File: config.mk
export PLATFORM = sky130hd
export DESIGN_NAME = div_unit
export DESIGN_NICKNAME = d
export VERILOG_FILES = /design/src/rtl/div_unit.sv
export SDC_FILE = /design/constraint.sdc
export NUM_CORES = 1
export LEC_CHECK = 0
export ABC_CLOCK_PERIOD_IN_PS = 5100
export CORE_MARGIN = 2
export CORE_UTILIZATION = 49
export CTS_CLUSTER_DIAMETER = 150
export DETAILED_ROUTE_END_ITERATION = 10
export GPL_TIMING_DRIVEN = 0
export PLACE_DENSITY = 0.84
export SLEW_MARGIN = 20
export SYNTH_ARGS = -nofsm -noshare
export SYNTH_HDL_FRONTEND = slang
export SYNTH_SLANG_ARGS = --single-unit
File: constraint.sdc
create_clock -name clk -period 5.1 [get_ports clk]
set_clock_uncertainty 0.2 [all_clocks]
set_input_delay 1.02 -clock clk [delete_from_list [all_inputs] [get_ports clk]]
set_output_delay 1.02 -clock clk [all_outputs]
set_load 0.02 [all_outputs]
File: src/rtl/div_unit.sv
// div_unit: multi-cycle RV32M divider for the EX stage (DIV, DIVU, REM, REMU).
//
// State | meaning
// IDLE  | waiting for an accepted divide op
// CALC  | restoring division, one quotient bit per cycle (busy high)
// DONE  | result valid for one cycle (done high)
//
// Ports:
//   clk        clock
//   rst        synchronous, active-high reset
//   start      ID/EX holds a valid M-extension divide op this cycle
//   funct3     100 DIV, 101 DIVU, 110 REM, 111 REMU; other codes ignored
//   rs1_value  dividend
//   rs2_value  divisor
//   flush      abandon any in-flight op (taken branch / jump)
//   busy       high while in CALC; stalls PC, IF/ID and ID/EX
//   done       one-cycle pulse, result valid
//   result     quotient or remainder, held until the next completion
module div_unit #(
    parameter int XLEN = 32
) (
    input  logic            clk,
    input  logic            rst,
    input  logic            start,
    input  logic [2:0]      funct3,
    input  logic [XLEN-1:0] rs1_value,
    input  logic [XLEN-1:0] rs2_value,
    input  logic            flush,
    output logic            busy,
    output logic            done,
    output logic [XLEN-1:0] result
);

    localparam int CW = $clog2(XLEN);
    localparam logic [XLEN-1:0] MIN_NEG = {1'b1, {(XLEN-1){1'b0}}};

    typedef enum logic [1:0] {
        IDLE,
        CALC,
        DONE
    } state_t;

    state_t state, state_nxt;

    logic            sel_rem;
    logic            sign_q;
    logic            sign_r;
    logic [XLEN-1:0] div_mag;
    logic [XLEN-1:0] dvd;
    logic [XLEN-1:0] rem;
    logic [CW-1:0]   cnt;

    // Accept-cycle decode
    logic            is_signed;
    logic            div_zero;
    logic            ovf;
    logic            special;
    logic            accept;
    logic [XLEN-1:0] a_mag;
    logic [XLEN-1:0] b_mag;
    logic [XLEN-1:0] q_special;
    logic [XLEN-1:0] r_special;

    assign is_signed = ~funct3[0];
    assign div_zero  = (rs2_value == '0);
    assign ovf       = is_signed && (rs1_value == MIN_NEG) && (rs2_value == '1);
    assign special   = div_zero || ovf;
    assign accept    = (state == IDLE) && start && funct3[2] && !flush;

    // Negating 0x80000000 yields 0x80000000, which read unsigned is 2^31.
    assign a_mag = (is_signed && rs1_value[XLEN-1]) ? -rs1_value : rs1_value;
    assign b_mag = (is_signed && rs2_value[XLEN-1]) ? -rs2_value : rs2_value;

    assign q_special = div_zero ? '1 : MIN_NEG;
    assign r_special = div_zero ? rs1_value : '0;

    // One restoring step. The shifted partial remainder can reach 2*divisor-1,
    // so it is held at XLEN+1 bits and trial[XLEN] acts as the borrow/sign.
    logic [XLEN:0]   rem_sh;
    logic [XLEN:0]   trial;
    logic [XLEN-1:0] rem_nxt;
    logic [XLEN-1:0] dvd_nxt;
    logic [XLEN-1:0] q_fin;
    logic [XLEN-1:0] r_fin;

    assign rem_sh  = {rem, dvd[XLEN-1]};
    assign trial   = rem_sh - {1'b0, div_mag};
    assign rem_nxt = trial[XLEN] ? rem_sh[XLEN-1:0] : trial[XLEN-1:0];
    assign dvd_nxt = {dvd[XLEN-2:0], ~trial[XLEN]};
    assign q_fin   = sign_q ? -dvd_nxt : dvd_nxt;
    assign r_fin   = sign_r ? -rem_nxt : rem_nxt;

    always_ff @(posedge clk) begin
        if (rst) begin
            state <= IDLE;
        end else begin
            state <= state_nxt;
        end
    end

    always_comb begin
        state_nxt = state;
        busy      = 1'b0;
        done      = 1'b0;
        case (state)
            IDLE: begin
                if (accept) begin
                    state_nxt = special ? DONE : CALC;
                end
            end
            CALC: begin
                busy = 1'b1;
                if (cnt == '0) begin
                    state_nxt = DONE;
                end
            end
            DONE: begin
                done      = 1'b1;
                state_nxt = IDLE;
            end
            default: begin
                state_nxt = IDLE;
            end
        endcase
        if (flush) begin
            state_nxt = IDLE;
        end
    end

    always_ff @(posedge clk) begin
        if (rst) begin
            sel_rem <= 1'b0;
            sign_q  <= 1'b0;
            sign_r  <= 1'b0;
            div_mag <= '0;
            dvd     <= '0;
            rem     <= '0;
            cnt     <= '0;
            result  <= '0;
        end else if (!flush) begin
            if (accept) begin
                sel_rem <= funct3[1];
                sign_q  <= is_signed && (rs1_value[XLEN-1] ^ rs2_value[XLEN-1]);
                sign_r  <= is_signed && rs1_value[XLEN-1];
                div_mag <= b_mag;
                dvd     <= a_mag;
                rem     <= '0;
                cnt     <= CW'(XLEN - 1);
                if (special) begin
                    result <= funct3[1] ? r_special : q_special;
                end
            end else if (state == CALC) begin
                rem <= rem_nxt;
                dvd <= dvd_nxt;
                cnt <= cnt - CW'(1);
                if (cnt == '0) begin
                    result <= sel_rem ? r_fin : q_fin;
                end
            end
        end
    end

endmodule

==> out/metrics.yaml <==
outcome:
  status: "complete, no violations"
logic_synthesis:
  synth_fp_nets: 1652
  synth-seq-cells: 138
  ys_seq_area_frac: 0.242
  post_synthesis_cell_count: 1541
  synthesis.area_per_instance_um2: 7.41
  netlist-cell-type-count: 96
  yosys-top-cells-area: "dfxtp_1, xnor2_1, nor2_1, a21oi_1, nand2_1"
  dominantRegCellSynth: "dfxtp_1"
  synthesis.yosys.warnings: 0
  synth_top_area_frac: 0.242
  synthXorXnorAreaFrac: 0.0997
  synth.mux.area_fraction: 0.0203
  post-synth-top-count-cell: "nor2_1"
  syn_area_mm2: 0.0114
  arithmetic_cell_share_of_the_synthesized_area_counting_full_adders_half_adders_and_majority_gates: 0.0445
  synth_compound_gate_area_share: 0.305
  synthArstFlopShare: 0
  post-synth-top-area-cell: "dfxtp_1"
  area_share_of_and_or_nand_nor_cells_after_synthesis: 0.234
  netlist_top_cells_count: "nor2_1, nand2_1, dfxtp_1"
  synth_top_family_by_area: "compound AO/OA/AOI/OAI gates"
  count_of_flip_flops_with_a_built_in_enable_after_synthesis: 0
clocking:
  clock_network_latency_to_the_later_pin_of_the_worst_skew_pair_ps: 450
  clk_root_buffer_cell: "clkbuf_16"
  holdBufCountCts: 0
  cts-htree-levels: 4
  cts_tree: "done"
  clock_slew_at_the_register_clock_pins_of_the_worst_setup_and_hold_paths_ps: 70
  cts_sinks: 138
  max-clock-path-buffers: 2
  tritoncts.num_buffers: 17
sta:
  setup_violations: 0
  worst_max_slew_margin_expressed_relative_to_the_limit: 0.197
  worst_pin_slew_ps: 1190
  timing.final.crit_period_ps: 5080
  final_min_period_over_clock_period: 0.996
  timing.final.hold_violations: 0
  rsz_0062_raised_after_global_routing: "true"
  fmaxAchievable_mhz: 197
  timing.final.max_slew_violations: 0
route:
  post-route-drc-count: 0
  drtPass1Iterations: 5
  route.vias.total: 13400
  totalWireLength_mm: 46.9
  avgRoutedWirePerCell_um: 23.0
  routed_via_density: 6.57
  ant_nets: 0
  drt_iter0_drc: 1769
power_and_ir_drop:
  switching_power_mw: 1.23
  power_report.internal_total_mw: 2.21
  power.static_leakage_nw: 5.12
  power.density_mw_per_mm2: 243
  logic_gate_share_of_total_power: 0.309
  power.share.clock: 0.361
  switching_share: 0.358
  peakVddDrop_mv: 0.193
  seqPwrFrac: 0.330
die:
  ioPinCount: 105
  floorplan.initialDensity: 0.501
  die-area_mm2: 0.0245
  core_region_area_mm2: 0.0228
  row_count: 55
  die_width_um: 157
  die_height_um: 157
place:
  placed_cells: 1957
  port_buffers: 103
  gp_congestion: 1.05
  place_hpwl_mm: 35.4
  place_area_mm2: 0.0128
final_layout:
  nNetsFinal: 1820
  diodes: 0
  drive_gt1_frac: 0.118
  finalNonFillerCells: 2035
  areaGrowthSynthToFinish_pct: 24.2
  stdcell_area_mm2: 0.0142
  final_core_area_utilization: 0.623
global_routing:
  grt_first_pass_wirelength_mm: 69.9
  global_route_track_usage_on_met1: 0.507
  grtUsageMet2: 0.565
  first_global_vias: 12200
  grt_util_all_layers: 0.370
  grt_overflow: 0
  grt-busiest-layer: "met2"
  maximum_number_of_pins_on_one_net_before_global_route_repair: 17
  grt_antenna_before_repair: 0
  grt_use_met3: 0.0850
setup_path:
  worstSetupPathType: "reg2reg"
  critical_path.startpoint_type: "flip-flop"
  critPathSlowestCell: "dfxtp_1"
  setup.worst_path.end_class: "flip-flop"
  cp_top_family: "compound AO/OA/AOI/OAI gates"
  worst-path-max-fanout: 8
  longest_individual_stage_delay_on_the_worst_path_ps: 440
  crit_required_ps: 5240
  arrival_ps: 5210
  path_buf_inv: 8
min_path:
  hp-class: "reg2reg"
run:
  timing.max_cap.violations: 0
## final timing paths
| kind | from | cells after the start | endpoint | slack [ps] |
|---|---|---|---|---|
| max | div_mag[19] | 25 | result[22] | 20 |
| min | result[10] | 2 | result[10] | 250 |
| max reg2reg | div_mag[19] | 25 | result[22] | 20 |
| min reg2reg | result[10] | 2 | result[10] | 250 |
## per-stage QoR
| stage | worst slack [ps] | TNS, ps | power, mW | hold slack [ps] |
|---|---|---|---|---|
| 4_1_cts | 2.92 | 0 | 3.33 | 256 |
| 6_report | 22.5 | 0 | 3.45 | 253 |
| 5_1_grt | -55.6 | -147 | 3.54 | 273 |
| 3_3_place_gp | -1070 | -8910 | 2.05 | 240 |
| 3_5_place_dp | -1060 | -9440 | 2.06 | 247 |
| 2_1_floorplan | 219 | 0 | 1.75 | 241 |
## flip-flops by register name (all words and copies together) (netlist names)
| name | cells |
|---|---|
| div_mag | 32 |
| dvd | 32 |
| rem | 32 |
| result | 32 |
| cnt | 5 |
| state | 2 |
| sel_rem | 1 |
| sign_q | 1 |
| sign_r | 1 |
## cells in the final DEF, fill, tap and decap left out, drive strengths merged, types with 7 or more instances in the layout
cell,count
or3,16
xnor2,77
nand3,34
ha,39
clkbuf,87
o21ai,98
buf,72
inv,63
dfxtp,138
and3,11
a31oi,32
or2,8
clkdlybuf4s50,103
a22oi,28
o31a,9
nand2,156
o21a,13
o31ai,35
o221ai,20
mux2,7
mux2i,13
nor2b,16
a21oi,135
nand2b,14
o211ai,15
a21o,14
xor2,53
nor2,182
or4,11
a221oi,9
nand4,19
a211oi,40
o41ai,17
nor3,33
nor4,25
## timing repair
item | in CTS | in global routing
setup endpoints to repair | 13 | 12
gates resized for setup | 45 | 46
setup buffers | 14 | 32
pin swaps | 12 | 26
hold endpoints to repair | 0 | 0
gates cloned | 1 | 0
## kinds of logic (layout without fill, tap and decap cells)
kind of cell | after synthesis | count (layout)
muxes | 21 | 21
DFF | 138 | 138
and+or+nand+nor | 549 | 549
buffers and inverters | 153 | 333
adders and majority gates | 40 | 40
AOI/OAI and AO/OA | 510 | 511
xor gates and xnor gates | 130 | 130
## power groups by stage
stage               registers, mW  logic (mW)  clock network [mW]
floorplan                    1.15       0.599                   0
global placement             1.16       0.891                   0
detailed placement           1.16       0.905                   0
CTS                          1.14       0.966                1.23
global route                 1.14        1.12                1.28
finish                       1.14        1.06                1.24
## final cells by class
class / instances / area [um2]
Buffer: 94 / 462
Clock buffer: 19 / 443
Clock inverter: 13 / 133
Fill cell: 2024 / 8600
Inverter: 58 / 220
Multi-Input combinational cell: 1251 / 8380
Sequential cell: 138 / 2780
Tap cell: 313 / 392
Timing Repair Buffer: 149 / 1380
## tightest hold or removal path: cells and delay by family (launching register included)
family | cells | cell delay [ps]
AO/OA/AOI/OAI | 1 | 50
AND/OR/NAND/NOR | 1 | 50
flip-flops | 1 | 310
## per-layer routing
metal	wire, um	part of all wire
met5	0	0
met1	19300	0.41
met4	1760	0.038
met3	5300	0.11
met2	20500	0.44
(Power assumes the default switching activity.)
